$ cat config.mk
export PLATFORM = sky130hd
export DESIGN_NAME = alu_mc
export DESIGN_NICKNAME = d
export VERILOG_FILES = /design/src/rtl/alu_pkg.sv /design/src/rtl/alu_mul_seq.sv /design/src/rtl/alu_mc.sv
export SDC_FILE = /design/constraint.sdc
export NUM_CORES = 1
export LEC_CHECK = 0
export BUFFER_PORTS_ARGS = -buffer_cell sky130_fd_sc_hd__buf_2
export CELL_PAD_IN_SITES_DETAIL_PLACEMENT = 1
export CELL_PAD_IN_SITES_GLOBAL_PLACEMENT = 1
export CORE_MARGIN = 2
export CORE_UTILIZATION = 45
export DETAILED_ROUTE_END_ITERATION = 8
export HOLD_SLACK_MARGIN = 0.12
export PLACE_DENSITY_LB_ADDON = 0.1
export SKIP_LAST_GASP = 1
export SLEW_MARGIN = 20
export SYNTH_ARGS = -nofsm -noshare
export SYNTH_HDL_FRONTEND = slang
export SYNTH_SLANG_ARGS = --single-unit
export TNS_END_PERCENT = 100
$ cat constraint.sdc
create_clock -name clk -period 5.3 [get_ports clk]
set_clock_uncertainty 0.15 [all_clocks]
set_input_delay 0.265 -clock clk [delete_from_list [all_inputs] [get_ports clk]]
set_output_delay 0.265 -clock clk [all_outputs]
set_load 0.1 [all_outputs]
$ cat src/rtl/alu_pkg.sv
// Shared opcode encodings and control FSM states for the multi-cycle ALU.
package alu_pkg;

  localparam logic [3:0] OP_AND  = 4'b0000;
  localparam logic [3:0] OP_OR   = 4'b0001;
  localparam logic [3:0] OP_ADD  = 4'b0010;
  localparam logic [3:0] OP_XOR  = 4'b0011;
  localparam logic [3:0] OP_SLTU = 4'b0100;
  localparam logic [3:0] OP_SUB  = 4'b0110;
  localparam logic [3:0] OP_SLT  = 4'b0111;
  localparam logic [3:0] OP_SLL  = 4'b1000;
  localparam logic [3:0] OP_SRL  = 4'b1001;
  localparam logic [3:0] OP_SRA  = 4'b1010;
  localparam logic [3:0] OP_NOR  = 4'b1100;
  localparam logic [3:0] OP_MUL  = 4'b1101;

  typedef enum logic [1:0] {
    ST_IDLE = 2'd0,
    ST_BUSY = 2'd1,
    ST_DONE = 2'd2
  } state_e;

endpackage

$ cat src/rtl/alu_mul_seq.sv
// Iterative shift-add multiplier: one multiplier bit per cycle, WIDTH cycles after start.
module alu_mul_seq #(
  parameter int unsigned WIDTH = 32
) (
  input  logic             clk,
  input  logic             rst,
  input  logic             start,
  input  logic [WIDTH-1:0] a,
  input  logic [WIDTH-1:0] b,
  output logic             done,
  output logic [WIDTH-1:0] product
);

  localparam int unsigned CW = $clog2(WIDTH);

  logic [WIDTH-1:0] a_q;
  logic [WIDTH-1:0] b_q;
  logic [WIDTH-1:0] acc_q;
  logic [WIDTH-1:0] acc_d;
  logic [CW-1:0]    cnt_q;
  logic             busy_q;

  always_comb begin
    acc_d = acc_q;
    if (b_q[0]) acc_d = acc_q + a_q;
  end

  // done flags the final step; product already includes that step's partial sum
  assign done    = busy_q && (cnt_q == CW'(WIDTH - 1));
  assign product = acc_d;

  always_ff @(posedge clk) begin
    if (rst) begin
      a_q    <= '0;
      b_q    <= '0;
      acc_q  <= '0;
      cnt_q  <= '0;
      busy_q <= 1'b0;
    end else if (start) begin
      a_q    <= a;
      b_q    <= b;
      acc_q  <= '0;
      cnt_q  <= '0;
      busy_q <= 1'b1;
    end else if (busy_q) begin
      acc_q <= acc_d;
      a_q   <= a_q << 1;
      b_q   <= b_q >> 1;
      cnt_q <= cnt_q + CW'(1);
      if (done) busy_q <= 1'b0;
    end
  end

endmodule

$ cat src/rtl/alu_mc.sv
// Multi-cycle ALU with valid/ready handshakes; single-cycle ops inline, mul via alu_mul_seq.
module alu_mc
  import alu_pkg::*;
#(
  parameter int unsigned WIDTH = 32,
  parameter int unsigned SHW   = $clog2(WIDTH)
) (
  input  logic             clk,
  input  logic             rst,
  input  logic             in_valid,
  output logic             in_ready,
  input  logic [WIDTH-1:0] in1,
  input  logic [WIDTH-1:0] in2,
  input  logic [3:0]       ALUControl,
  output logic             out_valid,
  input  logic             out_ready,
  output logic [WIDTH-1:0] res,
  output logic             zero,
  output logic             ovf,
  output logic             err
);

  state_e           state_q;
  logic [WIDTH-1:0] res_q;
  logic             zero_q;
  logic             ovf_q;
  logic             err_q;
  logic             out_valid_q;

  logic             accept_c;
  logic             is_mul_c;
  logic             mul_done;
  logic [WIDTH-1:0] mul_product;

  logic [WIDTH-1:0] sum_c;
  logic [WIDTH-1:0] diff_c;
  logic [SHW-1:0]   shamt_c;
  logic [WIDTH-1:0] alu_res_c;
  logic             alu_ovf_c;
  logic             alu_err_c;

  // Ready is suppressed during reset so no request slips in on the reset edge
  assign in_ready = !rst && ((state_q == ST_IDLE) || ((state_q == ST_DONE) && out_ready));
  assign accept_c = in_valid && in_ready;
  assign is_mul_c = (ALUControl == OP_MUL);

  assign sum_c   = in1 + in2;
  assign diff_c  = in1 - in2;
  assign shamt_c = in2[SHW-1:0];

  always_comb begin
    alu_res_c = '0;
    alu_ovf_c = 1'b0;
    alu_err_c = 1'b0;
    case (ALUControl)
      OP_ADD: begin
        alu_res_c = sum_c;
        alu_ovf_c = (in1[WIDTH-1] == in2[WIDTH-1]) && (sum_c[WIDTH-1] != in1[WIDTH-1]);
      end
      OP_SUB: begin
        alu_res_c = diff_c;
        alu_ovf_c = (in1[WIDTH-1] != in2[WIDTH-1]) && (diff_c[WIDTH-1] != in1[WIDTH-1]);
      end
      OP_AND:  alu_res_c = in1 & in2;
      OP_OR:   alu_res_c = in1 | in2;
      OP_NOR:  alu_res_c = ~(in1 | in2);
      OP_XOR:  alu_res_c = in1 ^ in2;
      OP_SLT:  alu_res_c = WIDTH'($signed(in1) < $signed(in2));
      OP_SLTU: alu_res_c = WIDTH'(in1 < in2);
      OP_SLL:  alu_res_c = in1 << shamt_c;
      OP_SRL:  alu_res_c = in1 >> shamt_c;
      OP_SRA:  alu_res_c = WIDTH'($signed(in1) >>> shamt_c);
      OP_MUL:  alu_res_c = '0;
      default: alu_err_c = 1'b1;
    endcase
  end

  alu_mul_seq #(.WIDTH(WIDTH)) u_mul (
    .clk     (clk),
    .rst     (rst),
    .start   (accept_c && is_mul_c),
    .a       (in1),
    .b       (in2),
    .done    (mul_done),
    .product (mul_product)
  );

  // Control FSM; an accept in DONE retires the held result on the same edge
  always_ff @(posedge clk) begin
    if (rst) begin
      state_q     <= ST_IDLE;
      out_valid_q <= 1'b0;
      res_q       <= '0;
      zero_q      <= 1'b0;
      ovf_q       <= 1'b0;
      err_q       <= 1'b0;
    end else if (accept_c) begin
      if (is_mul_c) begin
        state_q     <= ST_BUSY;
        out_valid_q <= 1'b0;
      end else begin
        state_q     <= ST_DONE;
        out_valid_q <= 1'b1;
        res_q       <= alu_res_c;
        zero_q      <= (alu_res_c == '0);
        ovf_q       <= alu_ovf_c;
        err_q       <= alu_err_c;
      end
    end else begin
      case (state_q)
        ST_IDLE: ;
        ST_BUSY: begin
          if (mul_done) begin
            state_q     <= ST_DONE;
            out_valid_q <= 1'b1;
            res_q       <= mul_product;
            zero_q      <= (mul_product == '0);
            ovf_q       <= 1'b0;
            err_q       <= 1'b0;
          end
        end
        ST_DONE: begin
          if (out_ready) begin
            state_q     <= ST_IDLE;
            out_valid_q <= 1'b0;
          end
        end
        default: begin
          state_q     <= ST_IDLE;
          out_valid_q <= 1'b0;
        end
      endcase
    end
  end

  assign out_valid = out_valid_q;
  assign res       = res_q;
  assign zero      = zero_q;
  assign ovf       = ovf_q;
  assign err       = err_q;

endmodule

# Yosys cells after proc, flatten, opt, wreduce, memory -nomap -nowiden
# Cells that the tools add are included.
[totals]
ff_bits = 140
in_bits = 72
output_inout_bits = 37
word_cells = 101
[classes]
n_addsub = 4
n_lt_le_gt_ge = 2
n_eq_ne = 22
shift = 3
n_mux = 35
bitwise_logic = 4
n_reduce_logical = 20
[ops]
columns = ["op", "count"]
rows = [
  ["$pmux W32 S11", 1],
  ["$mux W32", 9],
  ["$add A32 B32 Y32", 2],
  ["$logic_not A32 Y1", 2],
  ["$lt A32 B32 Y1", 2],
  ["$and A32 B32 Y32", 1],
  ["$not A32 Y32", 1],
  ["$or A32 B32 Y32", 1],
  ["$shl A32 B5 Y32", 1],
  ["$shr A32 B5 Y32", 1],
  ["$sshr A32 B5 Y32", 1],
  ["$sub A32 B32 Y32", 1],
  ["$xor A32 B32 Y32", 1],
  ["$eq A4 B4 Y1 const B", 5],
  ["$mux W1", 18],
  ["$eq A4 B3 Y1 const B", 3],
  ["$reduce_or A11 Y1", 1],
  ["$eq A4 B2 Y1 const B", 2],
  ["$mux W2", 4],
  ["$logic_and A1 B1 Y1", 7],
  ["$ne A3 B3 Y1 const B", 2],
  ["$pmux W2 S3", 1],
  ["$reduce_and A3 Y1", 2],
  ["$reduce_bool A2 Y1", 3],
  ["15 further kinds", 18],
]

# Longest topological paths before layout
[depth]
ltp_word = 7
mapped_depth = 19
ltp_nobuf = 16

# By module
# From an unflattened synthesis, not the netlist that was laid out.
[unflattened]
hier_cells = 2517
hier_area_um2 = 19148.4
[modules_own_cells]
columns = ["module", "n_inst", "cells_per_inst", "area_per_inst_um2", "seq_area_each_um2"]
rows = [
  ["alu_mc", 1, 1712, 12690.9, 740.7],
  ["alu_mul_seq", 1, 805, 6457.4, 2042.0],
]

# Least setup slack after synthesis
# Ideal clock, no wire load.
[synth_path]
kind = "register to register"
start = "reg state_q[1]"
end = "reg zero_q, in the netlist zero"
setup_time_ns = 0.086
arrival_time_ns = 5.222
required_ns = 5.064
path_slack_ns = -0.158
stages_incl_launch_ff = 12
path_buffers = 0
period_less_slack_ns = 5.458
cell_sequence = "dfxtp_1 nor2b_1 nor3_1 nand2_1 nor4_1 nand3_1 a21oi_1 o221ai_1 or4_1 nor4_2 a41oi_1 a221oi_2"
[synth_via]
elab_chain_len = 7
elab_cells_between_ends = 12
cone_classes = "3 x eq/ne; 1 x mux; 8 x reduce/logical"
[synth_rtl]
columns = ["item", "line_no", "rtl"]
rows = [
  ["start, declared", "alu_mc.sv:23", "state_e state_q;"],
  ["start signal, assigned", "alu_mc.sv:91", "state_q <= ST_IDLE;"],
  ["start signal, assigned", "alu_mc.sv:99", "state_q <= ST_BUSY;"],
  ["start signal, assigned", "alu_mc.sv:102", "state_q <= ST_DONE;"],
  ["$eq A2 B2 Y1", "alu_mc.sv:43", "assign in_ready = !rst && ((state_q == ST_IDLE) || ((state_q == ST_DONE) && out_ready));"],
  ["$logic_and A1 B1 Y1", "alu_mc.sv:43", ""],
  ["$logic_or A1 B1 Y1 *", "alu_mc.sv:43", ""],
  ["$logic_and A1 B1 Y1 *", "alu_mc.sv:43", ""],
  ["named net in_ready", "alu_mc.sv:11", "output logic in_ready,"],
  ["$logic_and A1 B1 Y1 *", "alu_mc.sv:44", "assign accept_c = in_valid && in_ready;"],
  ["$ne A2 B2 Y1 (no source line) / $reduce_bool A2 Y1 (equally long branches)", "n/a", ""],
  ["$reduce_and A3 Y1 (no source line)", "n/a", ""],
  ["end signal, assigned", "alu_mc.sv:105", "zero_q <= (alu_res_c == '0);"],
  ["end signal, assigned", "alu_mc.sv:117", "zero_q <= (mul_product == '0);"],
  ["end, declared", "alu_mc.sv:25", "logic zero_q;"],
]
# Mark *: on every way through the listed nets, which the timed path passes. The rest lies on a longest branch.
# A chain may end at the register's enable or synchronous reset.

# Final worst setup path
[layout_path]
start = "in in1[8]"
end = "reg zero_q, in the netlist zero"
[layout_via]
elab_chain_len = 6
elab_cells_between_ends = 15
cone_classes = "2 x add/sub; 2 x order compare; 3 x shift; 3 x mux; 4 x bitwise; 1 x reduce/logical"
[layout_rtl]
columns = ["item", "line_no", "rtl"]
rows = [
  ["start, declared", "alu_mc.sv:12", "input logic [WIDTH-1:0] in1,"],
  ["parallel branches: the longest is 2 deep, another holds $sub A32 B32 Y32", "n/a", ""],
  ["$pmux W32 S11 *", "alu_mc.sv:55", "case (ALUControl)"],
  ["$logic_not A32 Y1 *", "alu_mc.sv:105", ""],
  ["$mux W1 *", "alu_mc.sv:98", "if (is_mul_c) begin"],
  ["$mux W1 *", "alu_mc.sv:97", "end else if (accept_c) begin"],
]
# Every way passes the cells marked *. The select of a mux whose other input is x is not followed.

==> summary.log <==
[grt] Remaining Overflow, GRT 0
[route] drt first pass iters 5
[route] vias per inst 7.14
[power] Max rail drop VDD 0.213 mV
[die] area of the core region 0.0386 mm2
[worst_setup_path] required time of the critical path 5.46 ns
[logic_synthesis] Syn Std Cell Area 0.0177 mm2
[die] total number of placement rows 72
[route] Detailed Route WL 93.9 mm
[logic_synthesis] synthesized netlist cell count 2395
[sta] Worst slew margin 17.5%
[logic_synthesis] post-synthesis async set-or-reset flop share 0%
[layout] fin area 0.0199 mm2
[route] DRC violation total after the first TritonRoute iteration 2771
[grt] number of antenna violations at the first check in global routing 2
[clocking] worst-skew pair later-pin latency 0.48 ns
[sta] setup repair after global routing missed its margin no
[placed_design] placer congestion estimate 1.08
[flow_run] number of max-cap violations 0
[logic_synthesis] Yosys cell types 83
[grt] global-route total usage across every layer 45.2%
[clocking] post-CTS clock slew at the launch and capture registers of the worst setup and hold paths 0.08 ns
[power] fraction of power consumed by the clock network 31.0%
[layout] area added between synthesis and finish 12.7%
[placed_design] DP Area 0.0189 mm2
[sta] transition time of the tightest slew-check pin 1.23 ns
[layout] final net count 2677
[power] sw frac 43.2%
[sta] FMAX 0.197 GHz
[logic_synthesis] dominant register cell in the synthesized netlist dfxtp_1
[die] area enclosed by the die boundary 0.0408 mm2
[worst_setup_path] capturing element type of the critical path flip-flop
[clocking] htree depth 4
[power] Static Leakage 7.97 nW
[worst_setup_path] Worst Path Class, Setup primary input to flip-flop
[clocking] cell at the root of the clock tree clkbuf_16
[worst_setup_path] startpoint kind of the worst setup timing path primary input
[grt] number of global-route vias before repair 20800
[logic_synthesis] yosys synthesis warning count 0
[logic_synthesis] number of register bits inferred by synthesis 139
[placed_design] post-detail-place hpwl 72.3 mm
[worst_setup_path] arrival time at the worst endpoint 5.24 ns
[die] die boundary width 202 um
[route] Vias 21400
[sta] final count of hold timing violations 0
[die] vertical extent of the die 202 um
[power] Seq pwr share 28.0%
[sta] clock period minus final worst setup slack 5.08 ns
[sta] final-layout setup total negative slack 0 ns
[power] pwr dens 197 mW/mm2
[clocking] Num Clock Sinks 139
[logic_synthesis] Synth Area per Inst 7.37 um2
[route] final routed wire length divided by cell count 31.3 um
[worst_setup_path] Worst Path Max Fanout 14
[clocking] number of buffers on the longest clock path 2
[clocking] CTS tree done
[power] combinational fraction of design power 41.0%
[sta] number of pins with negative max-slew slack in the final report 0
[min_path] class of the worst hold path primary input to flip-flop
[clocking] number of setup buffers added after CTS 0
[route] count of nets left with antenna violations after detail routing 0
[clocking] total CTS buffers 17
[logic_synthesis] share of synthesized area occupied by flip-flops and latches 15.8%
[logic_synthesis] synthesized netlist net count 2607
[die] I/O pin count 109
[logic_synthesis] top cell type's share of synthesized area 15.8%
[grt] pin count of the biggest net entering global routing 130
[sta] final worst-path cycle share 95.9%
[placed_design] port bufs 108
[power] P_sw 1.69 mW
[logic_synthesis] number of enable-type register cells in the synthesized netlist 0
[layout] fillers 4881
[route] DR DRC count 0
[layout] layout cells sized above 1 13.4%
[power] internal power of the cells 2.22 mW
[logic_synthesis] main area contributors after synthesis dfxtp_1 16%, ha_1 9.7%, mux2i_1 7.9%, nor2_1 6.4%, a21oi_1 5.3%
[sta] count of endpoints failing setup in the final report 0
[logic_synthesis] Yosys top cell by area dfxtp_1
[layout] final core utilization 51.5%
[die] Initial Util 45.7%
[grt] wire length of the first global-routing pass 138 mm
[run_status] result of the run finished clean
cell usage after synthesis (all sizes together) (15+ instances only):
cell type,instances
nor3,56
dfxtp,139
xnor2,27
and3,22
ha,137
nand2,155
nand4,17
or3,19
a21oi,188
o22ai,41
nand2b,21
nor2b,30
a211o,18
nor4,20
a21o,22
a22oi,29
inv,117
a31oi,23
o21ai,109
mux2i,140
mux2,32
nor2,301
nand3,55
a221oi,34
clkbuf,152
mux4,32
o21bai,17
o31ai,15
buf,44
o211ai,47
and2,15
a211oi,119
per-stage QoR:
stage / power [mW] / instances / hold slack [ns] / setup slack, ns
after floorplan: 2.07 / 2395 / 0.251 / 0.562
after global placement: 2.60 / 2919 / 0.292 / 0.488
after detailed placement: 2.62 / 2919 / 0.296 / 0.447
after CTS: 3.85 / 2995 / 0.120 / 0.476
after global routing: 4.02 / 2995 / 0.157 / 0.100
final: 3.91 / 2997 / 0.140 / 0.218
layout make-up:
type | count | area, um2 | area share, %
multi-input combinational | 1940 | 13700 | 68.9
sequential | 139 | 2790 | 14.0
timing repair buffer | 247 | 1730 | 8.70
tap | 518 | 648 | 3.26
inverter | 120 | 450 | 2.27
clock buffer | 17 | 425 | 2.14
clock inverter | 14 | 136 | 0.686
antenna | 2 | 5.00 | 0.0252
final timing paths:
path	start	end	slack (ns)	cells after the start
min reg2reg	res[15]	res[15]	0.31	2
max	in1[8]	zero	0.22	16
max reg2reg	u_mul.acc_q[0]	zero	0.49	15
min	in1[5]	u_mul.a_q[5]	0.14	3
flip-flops by register name, summed over array words and instances (netlist names):
register / count
err: 1
ovf: 1
res: 32
state_q: 2
u_mul.a_q: 32
u_mul.acc_q: 32
u_mul.b_q: 32
u_mul.busy_q: 1
u_mul.cnt_q: 5
zero: 1
power groups by stage:
stage | sequential [mW] | clock [mW] | combinational (mW)
after global routing | 1.10 | 1.25 | 1.66
final | 1.10 | 1.21 | 1.60
after floorplan | 1.22 | 0 | 0.843
after global placement | 1.12 | 0 | 1.48
after CTS | 1.09 | 1.22 | 1.54
after detailed placement | 1.12 | 0 | 1.50
kinds of logic (layout without fill, tap and decap cells):
family | Yosys count | after routing | synth area share, %
buffers and inverters | 316 | 398 | 6.96
AO/OA/AOI/OAI | 802 | 802 | 31.1
AND/OR/NAND/NOR | 757 | 757 | 20.2
adder cells (fa/ha/maj) | 140 | 140 | 10.1
other | 0 | 2 | 0
XOR/XNOR | 37 | 37 | 1.84
flip-flops | 139 | 139 | 15.8
multiplexers | 204 | 204 | 14.1
repair_timing:
item | CTS | global route
resized for setup | 0 | 0
endpoints found under the hold margin | 38 | 0
hold buffers | 45 | 0
worst max-delay path, stage by stage:
cell and delay [ns]:
dlygate4sd3_1 0.54, buf_2 0.31, inv_1 0.09, ha_1 0.46, or3_1 0.43, or3_1 0.38
a211oi_2 0.38, o31ai_1 0.22, a311o_1 0.46, and2_4 0.17, o31ai_1 0.40, a21oi_1 0.12
o32ai_1 0.53, nor4_2 0.09, a41oi_1 0.30, a221oi_2 0.09
cells in the final DEF (no fill, tap or decap), drive strengths merged, types with 14 or more instances in the layout:
master       synthesis  final
nor2               301    301
buf                 44    202
a21oi              188    188
nand2              155    155
mux2i              140    140
dfxtp              139    139
ha                 137    137
inv                117    123
a211oi             119    119
o21ai              109    109
nor3                56     56
nand3               55     55
o211ai              47     47
dlygate4sd3          0     45
o22ai               41     41
a221oi              34     34
mux4                32     32
mux2                32     32
nor2b               30     30
a22oi               29     29
xnor2               27     27
a31oi               23     23
and3                22     22
a21o                22     22
nand2b              21     21
nor4                20     20
or3                 19     19
a211o               18     18
o21bai              17     17
nand4               17     17
clkbuf             152     17
o31ai               15     15
and2                15     15
o221ai              14     14
metal layers:
metal | vias to the layer above | GRT usage (%) | wire length [um]
met3 | 306 | 8.50 | 9890
met4 | 0 | 26.2 | 6170
met2 | 1436 | 68.0 | 39800
li1 | 9154 | - | -
met5 | - | 0 | 0
met1 | 10500 | 60.3 | 38000
Note: power is estimated with default switching activity, not from simulation.
